### src/rtl/demux_rr_scheduler.sv
// demux_rr_scheduler
//   Round-robin time-division scheduler for the 1-to-8 demux datapath.
//   One valid/ready input stream is routed to one of 8 registered output
//   channels. Enabled channels are visited in round-robin order; each visit
//   (slot) lasts `dwell` accepted beats, with one SCAN bubble between slots.
// Ports:
//   clk, rst_n        clock, async active-low reset
//   start, stop       control pulses (stop lets the current slot finish)
//   en_mask[7:0]      channel enables, sampled once per slot in SCAN
//   dwell[CW-1:0]     beats per slot, 0 behaves as 1
//   a_valid/a_ready   input handshake, a_data[DW-1:0] input beat
//   s[2:0]            current channel select
//   y[8*DW-1:0]       channel outputs, channel i at [i*DW +: DW]
//   y_valid[7:0]      per-channel update strobe (cycle after acceptance)
//   busy, slot_done   not-IDLE flag, final-beat-accepted pulse

// One output channel: data register plus update strobe.
module demux_rr_lane #(
  parameter int DW = 1
) (
  input  logic          clk,
  input  logic          rst_n,
  input  logic          wr,
  input  logic [DW-1:0] d,
  output logic [DW-1:0] y,
  output logic          v
);
  always_ff @(posedge clk or negedge rst_n) begin
    if (!rst_n) begin
      y <= '0;
      v <= 1'b0;
    end else begin
      v <= wr;
      if (wr) y <= d;
    end
  end
endmodule

module demux_rr_scheduler #(
  parameter int DW = 1,
  parameter int CW = 4
) (
  input  logic            clk,
  input  logic            rst_n,
  input  logic            start,
  input  logic            stop,
  input  logic [7:0]      en_mask,
  input  logic [CW-1:0]   dwell,
  input  logic            a_valid,
  input  logic [DW-1:0]   a_data,
  output logic            a_ready,
  output logic [2:0]      s,
  output logic [8*DW-1:0] y,
  output logic [7:0]      y_valid,
  output logic            busy,
  output logic            slot_done
);
  localparam int NUM_LANES = 8;

  typedef enum logic [1:0] {IDLE, SCAN, ROUTE} state_t;

  state_t        state, state_nx;
  logic [2:0]    ptr;
  logic          stop_pend;
  logic [CW-1:0] cnt;
  logic [2:0]    pick;
  logic          acc, last;

  logic [NUM_LANES-1:0][DW-1:0] y_arr;
  logic [NUM_LANES-1:0]         lane_wr;

  assign a_ready   = (state == ROUTE);
  assign busy      = (state != IDLE);
  assign acc       = a_valid && a_ready;
  assign last      = acc && (cnt == CW'(1));
  assign slot_done = last;

  // First enabled channel at or after ptr, wrapping 7->0. Walking the
  // offsets from far to near lets the nearest hit overwrite the others.
  always_comb begin
    pick = ptr;
    for (int k = NUM_LANES - 1; k >= 0; k--) begin
      if (en_mask[3'(ptr + 3'(k))]) pick = 3'(ptr + 3'(k));
    end
  end

  always_comb begin
    state_nx = state;
    case (state)
      IDLE:    if (start && (en_mask != 8'd0)) state_nx = SCAN;
      SCAN:    state_nx = (stop_pend || (en_mask == 8'd0)) ? IDLE : ROUTE;
      ROUTE:   if (last) state_nx = (stop_pend || stop) ? IDLE : SCAN;
      default: state_nx = IDLE;
    endcase
  end

  always_ff @(posedge clk or negedge rst_n) begin
    if (!rst_n) begin
      state     <= IDLE;
      ptr       <= 3'd0;
      stop_pend <= 1'b0;
      cnt       <= '0;
      s         <= 3'd0;
    end else begin
      state <= state_nx;
      // stop is only remembered once scheduling is running; any entry to
      // IDLE consumes it.
      if (state_nx == IDLE)                  stop_pend <= 1'b0;
      else if (stop && (state != IDLE))      stop_pend <= 1'b1;
      if ((state == SCAN) && (state_nx == ROUTE)) begin
        s   <= pick;
        cnt <= (dwell == '0) ? CW'(1) : dwell;
      end else if (acc) begin
        cnt <= cnt - CW'(1);
      end
      if (last) ptr <= s + 3'd1;
    end
  end

  for (genvar i = 0; i < NUM_LANES; i++) begin : g_lane
    assign lane_wr[i] = acc && (s == 3'(i));
    demux_rr_lane #(.DW(DW)) u_lane (
      .clk   (clk),
      .rst_n (rst_n),
      .wr    (lane_wr[i]),
      .d     (a_data),
      .y     (y_arr[i]),
      .v     (y_valid[i])
    );
  end

  assign y = y_arr;
endmodule

### config.mk
export PLATFORM = sky130hd
export DESIGN_NAME = demux_rr_scheduler
export DESIGN_NICKNAME = d
export VERILOG_FILES = /design/src/rtl/demux_rr_scheduler.sv
export SDC_FILE = /design/constraint.sdc
export NUM_CORES = 1
export LEC_CHECK = 0
export BUFFER_PORTS_ARGS = -buffer_cell sky130_fd_sc_hd__buf_2
export CAP_MARGIN = 20
export CORE_MARGIN = 1
export CORE_UTILIZATION = 50
export CTS_BUF_LIST = sky130_fd_sc_hd__clkbuf_8
export DETAILED_ROUTE_END_ITERATION = 8
export MAX_ROUTING_LAYER = met4
export PLACE_DENSITY = 0.75
export SLEW_MARGIN = 20
export SYNTH_ARGS = -nofsm -noshare
export SYNTH_HDL_FRONTEND = slang
export SYNTH_SLANG_ARGS = --single-unit
### constraint.sdc
create_clock -name clk -period 3.5 [get_ports clk]
set_clock_uncertainty 0.1 [all_clocks]
set_input_delay 0.7 -clock clk [delete_from_list [all_inputs] [get_ports clk]]
set_output_delay 0.7 -clock clk [all_outputs]
set_load 0.02 [all_outputs]
==> impl_metrics.toml <==
[timing]
rsz0062_at_grt = "no"
fin_crit_ps = 2660
hold_violations = 0
slew_headroom_pct = 51.9
finalSetupViolCount = 0
tns_ps = 0
worstMarginPinSlew_ps = 720
whs_ps = 338
drv_slew = 0
max_freq_ghz = 0.376
finalCritPeriodShare_pct = 76.1

[die]
coreArea_um2 = 4000
ios = 40
die_w_um = 66.5
fp.dieArea_um2 = 4420
die_h_um = 66.5
start_util_pct = 51.9
rows = 23

[routing]
wl_mm = 4.15
wire_per_inst_um = 14.5
dr.pass1.iters = 4
drc = 0
drt_iter0_markers = 86
ant_nets = 0
routed_via_density = 5.79
dr_total_vias = 1661

[cts]
path_clk_slew_ps = 60
post_cts_buffers = 0
h-tree-depth = 2
worstSkewPairLatency_ps = 270
clockBufferDepth = 2
cts_resized = 0
holdBufCountCts = 0
numCtsBuffers = 5
cts_tree = "yes"
cts_sinks = 29
root_buffer = "clkbuf_8"

[power_and_ir_drop]
clkPwrFrac_pct = 15.3
p_switching_mw = 1.01
vdd_ir_drop_max_mv = 0.572
intPower_mw = 1.27
pwr-share-seq_pct = 24.6
powerDensity_nw_per_um2 = 986
combPwrFrac_pct = 60.1
sw_frac_of_total_pct = 44.2
p_leak_nw = 1.13

[outcome]
status = "finished clean"

[global_route]
gr-total-overflow = 0
grt_pass1_vias = 1462
grt_start_max_net_pins = 30
antenna_found_initial = 0
gr-usage-all-layers_pct = 21.8
grt_pass1_wl_mm = 6.94

[yosys]
yosys_warnings = 0
synth-edff-count = 0
syn_nets = 239
synth_common_cells = "29 x dfrtp_1, 16 x buf_4, 16 x nor2_1, 13 x inv_1, 13 x nand2_1"
yosys.area.top_type = "dfrtp_1"
ys_types = 47
ys_async_sr_fraction_pct = 100
synth_top_area_share_pct = 34.9
ys.flop_type = "dfrtp_1"
synth_area_leaders = "dfrtp_1 35%, mux4_2 8.7%, mux2_2 6.5%"
synth-seq-area-share_pct = 34.9
syn_avg_cell_area_um2 = 9.84
yosys.cell_count.top_type = "dfrtp_1"
syn_inst = 211
synth-seq-cells = 29
netlist_area_um2 = 2080

[worst_setup_path]
cp_cell_sequence = "inv_1, ha_1, mux4_2, mux2i_1, a2bb2oi_1, o21ai_1, a211oi_1, nand3b_1"
start_kind = "flip-flop"
r2r_start = "ptr[1]"
path_max_fanout = 10
crit_family = "multiplexers"
crit_required_ps = 3600
cp_num_buf_inv = 1
critPathMaxStageDelay_ps = 620
crit_path_start = "ptr[1]"
cp.arrival_ps = 2770
cp-end-kind = "flip-flop"
path_class = "flip-flop to flip-flop"
cpMaxStageDelayCell = "mux4_2"

[min_path]
hp-class = "input port to asynchronous set/reset pin"

[final_layout]
layout-drive-gt1-share_pct = 30.0
synthToLayoutAreaGrowth_pct = 11.3
antennaDiodeCount = 0
final_nets = 264

[placement]
routabilityCongestion = 0.917
hpwl_mm = 3.17
io_buffers = 39

[job]
cap_violations = 0
cell type report:
class,instances,area (um^2)
flip-flops and latches,29,726
well taps,50,62.6
multi-input cells,145,1140
fillers,360,1690
clock buffers,6,82.6
inverters,13,48.8
repair buffers,42,218
clock inverters,2,33.8
per-layer routing:
layer / GRT usage (%) / vias up / share of wire, %
li1: - / 806 / -
met1: 27.4 / 782 / 44
met2: 35.2 / 69 / 50
met3: 3.60 / 4 / 5.8
met4: 8.51 / 0 / 0.92
met5: - / - / 0
registers in the layout (all words and copies together) (netlist names):
register / cells
state: 2
g_lane.u_lane.y: 8
ptr: 3
g_lane.u_lane.v: 8
s: 3
stop_pend: 1
cnt: 4
worst paths after layout:
path,cells after the start,slack (ps),endpoint
max in group asynchronous,1,2550,ptr[1]
max reg2reg,8,840,s[0]
max,8,840,s[0]
min in group clk,1,400,g_lane[3].u_lane.y
min,1,340,g_lane[3].u_lane.y
min reg2reg,1,400,g_lane[3].u_lane.y
cell usage in the layout, fill, tap and decap left out, drive strengths merged, types with 2 or more instances in the layout:
master,netlist,routed
nor4,2,2
nor3,5,5
nand4,2,2
nor2,16,16
xor2,2,2
nand2b,3,3
mux2i,5,5
mux2,12,12
clkbuf,3,6
o21ai,11,11
a211oi,2,2
a31oi,4,4
xnor2,2,2
o31ai,2,2
inv,13,14
buf,21,42
ha,10,10
a21oi,11,11
dfrtp,29,29
and2,4,4
nand2,13,13
a21boi,2,2
and3,9,9
a32oi,2,2
mux4,8,8
logic make-up after synthesis:
logic type                 Yosys count  share of synthesized area (%)
muxes                               25                           17.6
adders and majority gates           10                           6.02
AOI/OAI and AO/OA                   46                           14.8
xor gates and xnor gates             4                           1.69
DFF                                 29                           34.9
buffers and inverters               37                           10.2
and+or+nand+nor                     60                           14.8
metrics by stage:
stage	worst slack, ps	utilization, %	std cells	instance area, um^2	total power, mW
after floorplan	781	-	211	2080	1.69
after global placement	889	54.9	279	2190	1.90
after detailed placement	904	54.9	279	2190	1.93
after CTS	846	57.8	287	2310	2.29
after global routing	621	57.8	287	2310	2.48
final	837	57.8	287	2310	2.28
worst reg2reg max path: cells and delay by family, from the launching register on:
kind,cells,cell delay [ps]
AO/OA/AOI/OAI,3,520
adder cells (fa/ha/maj),1,510
buffers and inverters,1,100
flip-flops,1,340
multiplexers,2,900
AND/OR/NAND/NOR,1,140
power groups by stage:
stage / Clock [mW] / Combinational, mW / Sequential [mW]
CTS: 0.358 / 1.36 / 0.563
finish: 0.348 / 1.37 / 0.561
global route: 0.375 / 1.52 / 0.580
global placement: 0 / 1.34 / 0.564
detailed placement: 0 / 1.36 / 0.569
floorplan: 0 / 1.15 / 0.544
(Power assumes the default switching activity.)
